## config.mk

```make
export PLATFORM = sky130hd
export DESIGN_NAME = twdl_param_seq_flat
export DESIGN_NICKNAME = d
export VERILOG_FILES = /design/src/rtl/twdl_param_seq_if.sv /design/src/rtl/twdl_param_seq.sv /design/src/flat_wrapper.sv
export SDC_FILE = /design/constraint.sdc
export NUM_CORES = 1
export LEC_CHECK = 0
export CAP_MARGIN = 30
export CORE_MARGIN = 2
export CORE_UTILIZATION = 32
export CTS_BUF_LIST = sky130_fd_sc_hd__clkbuf_4
export CTS_CLUSTER_SIZE = 14
export DETAILED_ROUTE_END_ITERATION = 7
export GPL_TIMING_DRIVEN = 0
export PLACE_DENSITY = 0.56
export SLEW_MARGIN = 20
export SYNTH_ARGS = -nofsm -noshare
export SYNTH_HDL_FRONTEND = slang
export SYNTH_SLANG_ARGS = --single-unit
```

## constraint.sdc

```tcl
create_clock -name clk -period 5.35 [get_ports clk]
set_input_delay 0.535 -clock clk [delete_from_list [all_inputs] [get_ports clk]]
set_output_delay 0.535 -clock clk [all_outputs]
set_load 0.03 [all_outputs]
```

## src/rtl/twdl_param_seq_if.sv

```systemverilog
// ---------------------------------------------------------------------------
// twdl_param_seq_if
// Bundle between the FFT stage controller/datapath and the twiddle parameter
// sequencer.
//   master : drives start, cfg_* and vec_val; observes the twiddle set
//   slave  : the sequencer; receives requests, returns ready/err and the
//            per-vector twiddle control set
// Signals:
//   start, cfg_demontr, cfg_num_len, cfg_frame_len, cfg_inverse, vec_val
//   ready, err, twdl_val, twdl_sop, twdl_numrtr_1, twdl_demontr,
//   twdl_quotient, twdl_remainder, inverse, frame_done
// ---------------------------------------------------------------------------
interface twdl_param_seq_if #(
    parameter int wNum = 12,
    parameter int wQuo = 20
);
    logic            start;
    logic [wNum-1:0] cfg_demontr;
    logic [wNum-1:0] cfg_num_len;
    logic [15:0]     cfg_frame_len;
    logic            cfg_inverse;
    logic            vec_val;

    logic            ready;
    logic            err;
    logic            twdl_val;
    logic            twdl_sop;
    logic [wNum-1:0] twdl_numrtr_1;
    logic [wNum-1:0] twdl_demontr;
    logic [wQuo-1:0] twdl_quotient;
    logic [wNum-1:0] twdl_remainder;
    logic            inverse;
    logic            frame_done;

    modport master (
        output start, cfg_demontr, cfg_num_len, cfg_frame_len, cfg_inverse, vec_val,
        input  ready, err, twdl_val, twdl_sop, twdl_numrtr_1, twdl_demontr,
               twdl_quotient, twdl_remainder, inverse, frame_done
    );

    modport slave (
        input  start, cfg_demontr, cfg_num_len, cfg_frame_len, cfg_inverse, vec_val,
        output ready, err, twdl_val, twdl_sop, twdl_numrtr_1, twdl_demontr,
               twdl_quotient, twdl_remainder, inverse, frame_done
    );
endinterface

```

## src/rtl/twdl_param_seq.sv

```systemverilog
// ---------------------------------------------------------------------------
// twdl_param_seq
// Twiddle control-set generator for the CTA twiddle multiplier of the
// mixed-radix FFT. On a valid start it divides 2^wQuo by the stage
// denominator D (restoring, one quotient bit per cycle) to get Q1/R1, then on
// every vector request emits n, floor(n*2^wQuo/D) and (n*2^wQuo) mod D,
// stepping n by one with an incremental quotient/remainder update.
// Ports:
//   clk    : clock
//   rst_n  : asynchronous active-low reset
//   bus    : twdl_param_seq_if.slave (start/cfg_*/vec_val in; ready, err,
//            twdl_* set, inverse, frame_done out)
// ---------------------------------------------------------------------------
module twdl_param_seq #(
    parameter int wNum = 12,
    parameter int wQuo = 20
) (
    input  logic            clk,
    input  logic            rst_n,
    twdl_param_seq_if.slave bus
);
    localparam int wFrm = 16;
    localparam int wQ1  = wQuo + 1;
    localparam int wCnt = $clog2(wQ1 + 1);

    localparam logic [wCnt-1:0] DIV_LAST = wCnt'(wQ1 - 1);
    localparam logic [wCnt-1:0] ONE_C    = wCnt'(1);
    localparam logic [wNum-1:0] ONE_N    = wNum'(1);
    localparam logic [wQuo-1:0] ONE_Q    = wQuo'(1);
    localparam logic [wFrm-1:0] ONE_F    = wFrm'(1);

    typedef enum logic [1:0] {
        IDLE = 2'd0,
        DIV  = 2'd1,
        RUN  = 2'd2
    } state_t;

    state_t state, state_nxt;

    // request decode
    logic cfg_ok;
    logic start_go, start_bad;
    logic vec_go, vec_bad;

    // FSM outputs
    logic ready_c;
    logic div_en;
    logic div_last;

    // latched configuration
    logic [wNum-1:0] dnm;
    logic [wNum-1:0] len_m1;
    logic [wFrm-1:0] frm_m1;
    logic            inv;

    // divider state; after DIV completes div_quo = Q1, div_rem = R1
    logic [wCnt-1:0] div_cnt;
    logic [wNum-1:0] div_rem;
    logic [wQ1-1:0]  div_quo;
    logic [wNum:0]   div_rem_sh;
    logic [wNum:0]   div_diff;
    logic            div_qbit;
    logic [wNum-1:0] div_rem_nx;

    // per-vector accumulators
    logic [wNum-1:0] n_acc;
    logic [wQuo-1:0] q_acc;
    logic [wNum-1:0] r_acc;
    logic [wFrm-1:0] frm_cnt;
    logic [wNum:0]   r_sum;
    logic [wNum:0]   r_diff;
    logic            r_wrap;
    logic [wQuo-1:0] q_sum;
    logic            n_last;

    // registered outputs
    logic            val_p1;
    logic            sop_p1;
    logic            done_p1;
    logic [wNum-1:0] numrtr_p1;
    logic [wQuo-1:0] quo_p1;
    logic [wNum-1:0] rem_p1;
    logic            err_q;

    always_comb begin
        cfg_ok    = (bus.cfg_demontr != '0) && (bus.cfg_num_len != '0) &&
                    (bus.cfg_num_len <= bus.cfg_demontr) && (bus.cfg_frame_len != '0);
        start_go  = bus.start && cfg_ok;
        start_bad = bus.start && !cfg_ok;
        // start always wins over a coincident vector request
        vec_go    = bus.vec_val && !bus.start && (state == RUN);
        vec_bad   = bus.vec_val && !bus.start && (state != RUN);
    end

    // ---------------- FSM: state register ----------------
    always_ff @(posedge clk or negedge rst_n) begin
        if (!rst_n) begin
            state <= IDLE;
        end else begin
            state <= state_nxt;
        end
    end

    // ---------------- FSM: next state ----------------
    always_comb begin
        state_nxt = state;
        div_last  = (state == DIV) && (div_cnt == DIV_LAST);
        if (start_go) begin
            state_nxt = DIV;
        end else if (start_bad) begin
            state_nxt = IDLE;
        end else begin
            case (state)
                IDLE:    state_nxt = IDLE;
                DIV:     if (div_last) state_nxt = RUN;
                RUN:     state_nxt = RUN;
                default: state_nxt = IDLE;
            endcase
        end
    end

    // ---------------- FSM: outputs ----------------
    always_comb begin
        ready_c = (state == RUN);
        div_en  = (state == DIV);
    end

    // Restoring step: the dividend 2^wQuo is a single 1 followed by zeros, so
    // the bit shifted in is 1 only on the first iteration.
    always_comb begin
        div_rem_sh = {div_rem, (div_cnt == '0)};
        div_diff   = div_rem_sh - {1'b0, dnm};
        div_qbit   = (div_rem_sh >= {1'b0, dnm});
        div_rem_nx = div_qbit ? div_diff[wNum-1:0] : div_rem_sh[wNum-1:0];
    end

    // Incremental n*2^wQuo/D update. r and R1 are both below D, so r_sum
    // exceeds D by less than D and one conditional subtract suffices.
    always_comb begin
        r_sum  = {1'b0, r_acc} + {1'b0, div_rem};
        r_diff = r_sum - {1'b0, dnm};
        r_wrap = (r_sum >= {1'b0, dnm});
        q_sum  = q_acc + div_quo[wQuo-1:0];
        n_last = (n_acc == len_m1);
    end

    // ---------------- stage p0 -> p1: config, divider, accumulators, outputs ----------------
    always_ff @(posedge clk or negedge rst_n) begin
        if (!rst_n) begin
            dnm       <= '0;
            len_m1    <= '0;
            frm_m1    <= '0;
            inv       <= 1'b0;
            div_cnt   <= '0;
            div_rem   <= '0;
            div_quo   <= '0;
            n_acc     <= '0;
            q_acc     <= '0;
            r_acc     <= '0;
            frm_cnt   <= '0;
            val_p1    <= 1'b0;
            sop_p1    <= 1'b0;
            done_p1   <= 1'b0;
            numrtr_p1 <= '0;
            quo_p1    <= '0;
            rem_p1    <= '0;
            err_q     <= 1'b0;
        end else begin
            val_p1  <= vec_go;
            sop_p1  <= vec_go && (frm_cnt == '0);
            done_p1 <= vec_go && (frm_cnt == frm_m1);

            if (start_go) begin
                err_q <= 1'b0;
            end else if (start_bad || vec_bad) begin
                err_q <= 1'b1;
            end

            if (start_go) begin
                dnm     <= bus.cfg_demontr;
                len_m1  <= bus.cfg_num_len - ONE_N;
                frm_m1  <= bus.cfg_frame_len - ONE_F;
                inv     <= bus.cfg_inverse;
                div_cnt <= '0;
                div_rem <= '0;
                div_quo <= '0;
                n_acc   <= '0;
                q_acc   <= '0;
                r_acc   <= '0;
                frm_cnt <= '0;
            end else begin
                if (div_en) begin
                    div_cnt <= div_cnt + ONE_C;
                    div_rem <= div_rem_nx;
                    div_quo <= {div_quo[wQ1-2:0], div_qbit};
                end
                if (vec_go) begin
                    numrtr_p1 <= n_acc;
                    quo_p1    <= q_acc;
                    rem_p1    <= r_acc;
                    // n = L-1 wraps to 0; with L=1 this also keeps Q1=2^wQuo
                    // (D=1) from ever being accumulated
                    if (n_last) begin
                        n_acc <= '0;
                        q_acc <= '0;
                        r_acc <= '0;
                    end else begin
                        n_acc <= n_acc + ONE_N;
                        if (r_wrap) begin
                            r_acc <= r_diff[wNum-1:0];
                            q_acc <= q_sum + ONE_Q;
                        end else begin
                            r_acc <= r_sum[wNum-1:0];
                            q_acc <= q_sum;
                        end
                    end
                    frm_cnt <= (frm_cnt == frm_m1) ? '0 : frm_cnt + ONE_F;
                end
            end
        end
    end

    assign bus.ready          = ready_c;
    assign bus.err            = err_q;
    assign bus.twdl_val       = val_p1;
    assign bus.twdl_sop       = sop_p1;
    assign bus.frame_done     = done_p1;
    assign bus.twdl_numrtr_1  = numrtr_p1;
    assign bus.twdl_quotient  = quo_p1;
    assign bus.twdl_remainder = rem_p1;
    assign bus.twdl_demontr   = dnm;
    assign bus.inverse        = inv;
endmodule

```

## src/flat_wrapper.sv

```systemverilog
// flat-port wrapper written by rule: the top's interface ports become plain ports
module twdl_param_seq_flat 
#(
    parameter int wNum = 12,
    parameter int wQuo = 20
)
  (clk, rst_n, bus_start, bus_cfg_demontr, bus_cfg_num_len, bus_cfg_frame_len, bus_cfg_inverse, bus_vec_val, bus_ready, bus_err, bus_twdl_val, bus_twdl_sop, bus_twdl_numrtr_1, bus_twdl_demontr, bus_twdl_quotient, bus_twdl_remainder, bus_inverse, bus_frame_done);
  twdl_param_seq_if #(.wNum(wNum), .wQuo(wQuo)) bus_i ();
  input  logic clk;
  input  logic rst_n;
  input wire logic [$bits(bus_i.start)-1:0] bus_start;
  input wire logic [$bits(bus_i.cfg_demontr)-1:0] bus_cfg_demontr;
  input wire logic [$bits(bus_i.cfg_num_len)-1:0] bus_cfg_num_len;
  input wire logic [$bits(bus_i.cfg_frame_len)-1:0] bus_cfg_frame_len;
  input wire logic [$bits(bus_i.cfg_inverse)-1:0] bus_cfg_inverse;
  input wire logic [$bits(bus_i.vec_val)-1:0] bus_vec_val;
  output wire logic [$bits(bus_i.ready)-1:0] bus_ready;
  output wire logic [$bits(bus_i.err)-1:0] bus_err;
  output wire logic [$bits(bus_i.twdl_val)-1:0] bus_twdl_val;
  output wire logic [$bits(bus_i.twdl_sop)-1:0] bus_twdl_sop;
  output wire logic [$bits(bus_i.twdl_numrtr_1)-1:0] bus_twdl_numrtr_1;
  output wire logic [$bits(bus_i.twdl_demontr)-1:0] bus_twdl_demontr;
  output wire logic [$bits(bus_i.twdl_quotient)-1:0] bus_twdl_quotient;
  output wire logic [$bits(bus_i.twdl_remainder)-1:0] bus_twdl_remainder;
  output wire logic [$bits(bus_i.inverse)-1:0] bus_inverse;
  output wire logic [$bits(bus_i.frame_done)-1:0] bus_frame_done;
  assign bus_i.start = bus_start;
  assign bus_i.cfg_demontr = bus_cfg_demontr;
  assign bus_i.cfg_num_len = bus_cfg_num_len;
  assign bus_i.cfg_frame_len = bus_cfg_frame_len;
  assign bus_i.cfg_inverse = bus_cfg_inverse;
  assign bus_i.vec_val = bus_vec_val;
  assign bus_ready = bus_i.ready;
  assign bus_err = bus_i.err;
  assign bus_twdl_val = bus_i.twdl_val;
  assign bus_twdl_sop = bus_i.twdl_sop;
  assign bus_twdl_numrtr_1 = bus_i.twdl_numrtr_1;
  assign bus_twdl_demontr = bus_i.twdl_demontr;
  assign bus_twdl_quotient = bus_i.twdl_quotient;
  assign bus_twdl_remainder = bus_i.twdl_remainder;
  assign bus_inverse = bus_i.inverse;
  assign bus_frame_done = bus_i.frame_done;
  twdl_param_seq #(.wNum(wNum), .wQuo(wQuo)) u_core (.clk(clk), .rst_n(rst_n), .bus(bus_i));
endmodule
```

==> flow_summary.rst <==
.. list-table::
   :header-rows: 1

   * - Metric
     - Value
   * - Hold slack
     - 0.356 ns
   * - CP max-delay cell
     - sky130_fd_sc_hd__or4_4
   * - Remaining global-route overflow
     - 0
   * - Most used flip-flop cell after synthesis
     - sky130_fd_sc_hd__dfrtp_1
   * - Leak pwr
     - 6.22 nW
   * - Number of buffers on the longest clock path
     - 2
   * - CTS Buf Count
     - 17
   * - Net count after synthesis
     - 1484
   * - Syn. warnings
     - 0
   * - Avg WL per Cell
     - 16.8 microns
   * - Post-route fraction of the period consumed by the critical path
     - 0.936
   * - Family with the most delay on the worst path
     - compound AO/OA/AOI/OAI gates
   * - Final worst clock skew
     - 0.0276 ns
   * - Layout cells sized above 1
     - 0.0467
   * - Post-DRT Antenna Nets
     - 0
   * - Maximum number of pins on one net before global-route repair
     - 96
   * - Die Y-Extent
     - 196 microns
   * - Number of distinct library cell variants in the gate-level netlist after synthesis
     - 65
   * - All-Layer GR Usage
     - 0.180
   * - Sinks on Clock Net
     - 188
   * - Clock tree from TritonCTS
     - yes
   * - Die ar.
     - 38300 sq um
   * - Number of pins exceeding their max-slew limit in the final report
     - 0
   * - Sequential element share of the synthesized area
     - 0.400
   * - Number of antenna violations at the first check in global routing
     - 1
   * - Ratio of total power to cell area
     - 378 nW/um^2
   * - Overall Power
     - 5.24 mW
   * - Final total negative setup slack
     - 0 ns
   * - Critical path arrival
     - 5.61 ns
   * - Crit Path Category
     - flop to flop
   * - Total via count in the routed design
     - 9983
   * - Critical Path, Cell by Cell
     - ha_1 > fa_2 > a211oi_2 > nor2_1 > o41ai_2 > nand2_1 > a21o_1 > a21oi_1 > xnor2_1 > ha_1 > and3_1 > o311ai_1 > a21boi_2 > o31ai_2 > nor4_2 > buf_4 > nand3_1 > or4_4 > a211oi_2 > o21bai_1
   * - Area taken by flip-flops and latches
     - 4700 sq um
   * - Combined area of the multi-input logic cells
     - 6680 sq um
   * - Number of flops mapped to enable cells by yosys
     - 0
   * - Min-Delay Path Class
     - primary input to async pin
   * - Number of max-cap violations
     - 0
   * - DRC violations left
     - 0
   * - Worst slew margin relative to its limit
     - 0.419
   * - Critical Path Start Type
     - flop
   * - Chip width
     - 196 microns
   * - Worst R2R Start
     - u_core.r_acc[0]
   * - Vias per cell
     - 5.07
   * - Most frequent cells in the layout
     - sky130_fd_sc_hd__nand2_1 (218), sky130_fd_sc_hd__dfrtp_1 (188), sky130_fd_sc_hd__nor2_1 (149)
   * - Area share of the leading cell type in the synthesized netlist
     - 0.400
   * - Clock Tree Root
     - sky130_fd_sc_hd__clkbuf_4
   * - Transition time of the tightest slew-check pin
     - 0.867 ns
   * - Ranking of synthesized cells by area
     - sky130_fd_sc_hd__dfrtp_1 (40%), sky130_fd_sc_hd__ha_1 (8.3%), sky130_fd_sc_hd__nand2_1 (7.0%)
   * - Critical path capture point type
     - flop
   * - Port Buffer Count
     - 106
   * - Final period demand of the worst path
     - 5.01 ns
   * - Maximum achievable frequency
     - 200 MHz
   * - Max stage delay on crit path
     - 0.52 ns
   * - Count of final setup violators
     - 0
   * - Setup slack of the most critical reg-to-reg path
     - 0.34 ns
   * - Yosys reg bits
     - 188
   * - Post-synthesis cell count
     - 1357
   * - Number of placed instances, taps included
     - 1933
   * - Count of final hold-check violations
     - 0
   * - Total wire length
     - 33.2 mm
   * - Maximum net fanout on the critical path
     - 4
   * - Endpoint required time on the critical path
     - 5.95 ns
   * - Share of async-settable or async-resettable flops after synthesis
     - 1.00
   * - Number of levels the H-tree was split into
     - 4
   * - Library cell occupying the most area in the post-synthesis netlist
     - sky130_fd_sc_hd__dfrtp_1
   * - Insertion delay to the later sink of the worst-skew pair
     - 0.65 ns
   * - Iteration-0 DRC Markers
     - 690
   * - Placeable core region
     - 36400 sq um
   * - Final HPWL from detailed placement
     - 25.5 mm
   * - Std cell rows
     - 70
   * - Final net count
     - 1614
   * - Number of global-route vias before repair
     - 9949
   * - Post-route non-filler standard cell count
     - 1969
   * - Most common cell after layout, fill and taps aside
     - sky130_fd_sc_hd__nand2_1
   * - Levels on crit path
     - 20
   * - Top-level port count
     - 107
   * - Crit path launch
     - u_core.r_acc[0]
   * - Global-route wire length before repair
     - 54.4 mm
   * - Reg clk slew, reported paths
     - 0.19 ns
   * - Max rail drop VDD
     - 0.206 mV
   * - Buffers plus inverters on the worst setup path
     - 1
   * - Setup repair after global routing missed its margin
     - false
   * - Filler instances
     - 3790
   * - Detailed-router iteration count before antenna repair
     - 5
   * - Cell area after technology mapping
     - 11800 sq um
   * - Status
     - finished clean
   * - Initial Utilization
     - 0.323
   * - Mean Syn Cell Area
     - 8.67 sq um
   * - Final estimated routing congestion in global placement
     - 0.845
   * - Layout area overhead
     - 17.9%
   * - Worst R2R Path Depth
     - 20
-- report_power, final --
part	internal (mW)	switching, mW	total [mW]
Sequential	1.61	0.205	1.81
Clock	0.306	0.596	0.902
Combinational	1.06	1.47	2.52
Total	2.97	2.27	5.24
-- per-layer routing --
| metal | part of all wire | global-route usage | vias up |
|---|---|---|---|
| met2 | 0.47 | 0.295 | 175 |
| met3 | 0.032 | 0.0237 | 41 |
| li1 | - | - | 4961 |
| met4 | 0.021 | 0.0581 | 0 |
| met5 | 0 | 0 | - |
| met1 | 0.48 | 0.245 | 4806 |
-- logic make-up after synthesis --
family                   synth area share
AND/OR/NAND/NOR                     0.208
AO/OA/AOI/OAI                       0.153
flip-flops                          0.400
XOR/XNOR                           0.0879
buffers and inverters              0.0354
adder cells (fa/ha/maj)            0.0898
multiplexers                       0.0261
-- what timing repair did --
item / 4_1_cts / 5_1_grt
hold buffers: 1 / 0
endpoints found under the setup margin: 22 / 23
setup buffers: 0 / 2
resized for setup: 4 / 8
pin swaps: 0 / 4
gates cloned: 0 / 0
hold endpoints to repair: 44 / 0
-- flip-flops by register name (all words and copies together) (netlist names) --
| signal | cells |
|---|---|
| u_core.bus.twdl_remainder | 12 |
| u_core.bus.twdl_demontr | 12 |
| u_core.bus.twdl_val | 1 |
| u_core.frm_m1 | 16 |
| u_core.q_acc | 20 |
| u_core.bus.twdl_numrtr_1 | 12 |
| u_core.bus.twdl_sop | 1 |
| u_core.bus.twdl_quotient | 20 |
| u_core.bus.inverse | 1 |
| u_core.div_quo | 20 |
| u_core.bus.err | 1 |
| u_core.frm_cnt | 16 |
| u_core.div_cnt | 5 |
| u_core.len_m1 | 12 |
| u_core.bus.frame_done | 1 |
| u_core.r_acc | 12 |
| u_core.state | 2 |
| u_core.div_rem | 12 |
| u_core.n_acc | 12 |
-- Yosys cell counts, types with 2 or more instances --
library cell                instances
sky130_fd_sc_hd__mux2_2             5
sky130_fd_sc_hd__mux2i_1           25
sky130_fd_sc_hd__o41ai_1            3
sky130_fd_sc_hd__or3b_2             2
sky130_fd_sc_hd__o31a_1             2
sky130_fd_sc_hd__or2_2              5
sky130_fd_sc_hd__dfrtp_1          188
sky130_fd_sc_hd__o2111ai_1          3
sky130_fd_sc_hd__o31ai_1            7
sky130_fd_sc_hd__clkbuf_1          56
sky130_fd_sc_hd__o21a_1            11
sky130_fd_sc_hd__a211oi_1          23
sky130_fd_sc_hd__nor4_1            14
sky130_fd_sc_hd__a211oi_2           2
sky130_fd_sc_hd__a21boi_0           5
sky130_fd_sc_hd__inv_1             54
sky130_fd_sc_hd__xnor2_1           73
sky130_fd_sc_hd__o211ai_1           2
sky130_fd_sc_hd__nand2b_1          10
sky130_fd_sc_hd__ha_1              78
sky130_fd_sc_hd__or3_1             11
sky130_fd_sc_hd__and4_1             3
sky130_fd_sc_hd__o21ai_0           98
sky130_fd_sc_hd__a22o_1             2
sky130_fd_sc_hd__xor2_1            45
sky130_fd_sc_hd__nand2_1          218
sky130_fd_sc_hd__nand3_1           23
sky130_fd_sc_hd__a21o_1            24
sky130_fd_sc_hd__and3_1            18
sky130_fd_sc_hd__nor2b_1           14
sky130_fd_sc_hd__nor2_1           149
sky130_fd_sc_hd__nand3b_1           6
sky130_fd_sc_hd__and2_1             6
sky130_fd_sc_hd__a31oi_1            9
sky130_fd_sc_hd__a21oi_1           79
sky130_fd_sc_hd__fa_1               4
sky130_fd_sc_hd__nand4_1           20
sky130_fd_sc_hd__or4_1              2
sky130_fd_sc_hd__nor3_1            24
sky130_fd_sc_hd__o21bai_1           3
sky130_fd_sc_hd__nor3b_1            7
-- final timing paths --
kind                                                 endpoint
worst max-delay path                         u_core.q_acc[19]
worst min-delay path                       u_core.div_rem[10]
worst max register to register               u_core.q_acc[19]
worst min register to register    u_core.bus.twdl_quotient[5]
max in group asynchronous       u_core.bus.twdl_remainder[10]
min in group clk                           u_core.bus.inverse
-- through the flow --
stage                      util  cell area (sq um)  setup WS, ns
after floorplan               -              11800         0.751
after global placement    0.368              13400         -4.47
after detailed placement  0.370              13500        -0.352
after CTS                 0.379              13800       0.00684
after global routing      0.381              13900      0.000465
final                     0.381              13900         0.343
-- layout make-up --
cell class,count,area share
antenna,1,0.000180
buffer,57,0.0157
clock buffer,17,0.00920
clock inverter,15,0.0143
inverter,54,0.0146
multi-input combinational,1058,0.482
sequential,188,0.339
tap,468,0.0422
timing repair buffer,111,0.0827
No activity file was read; power rests on OpenSTA's default activity.
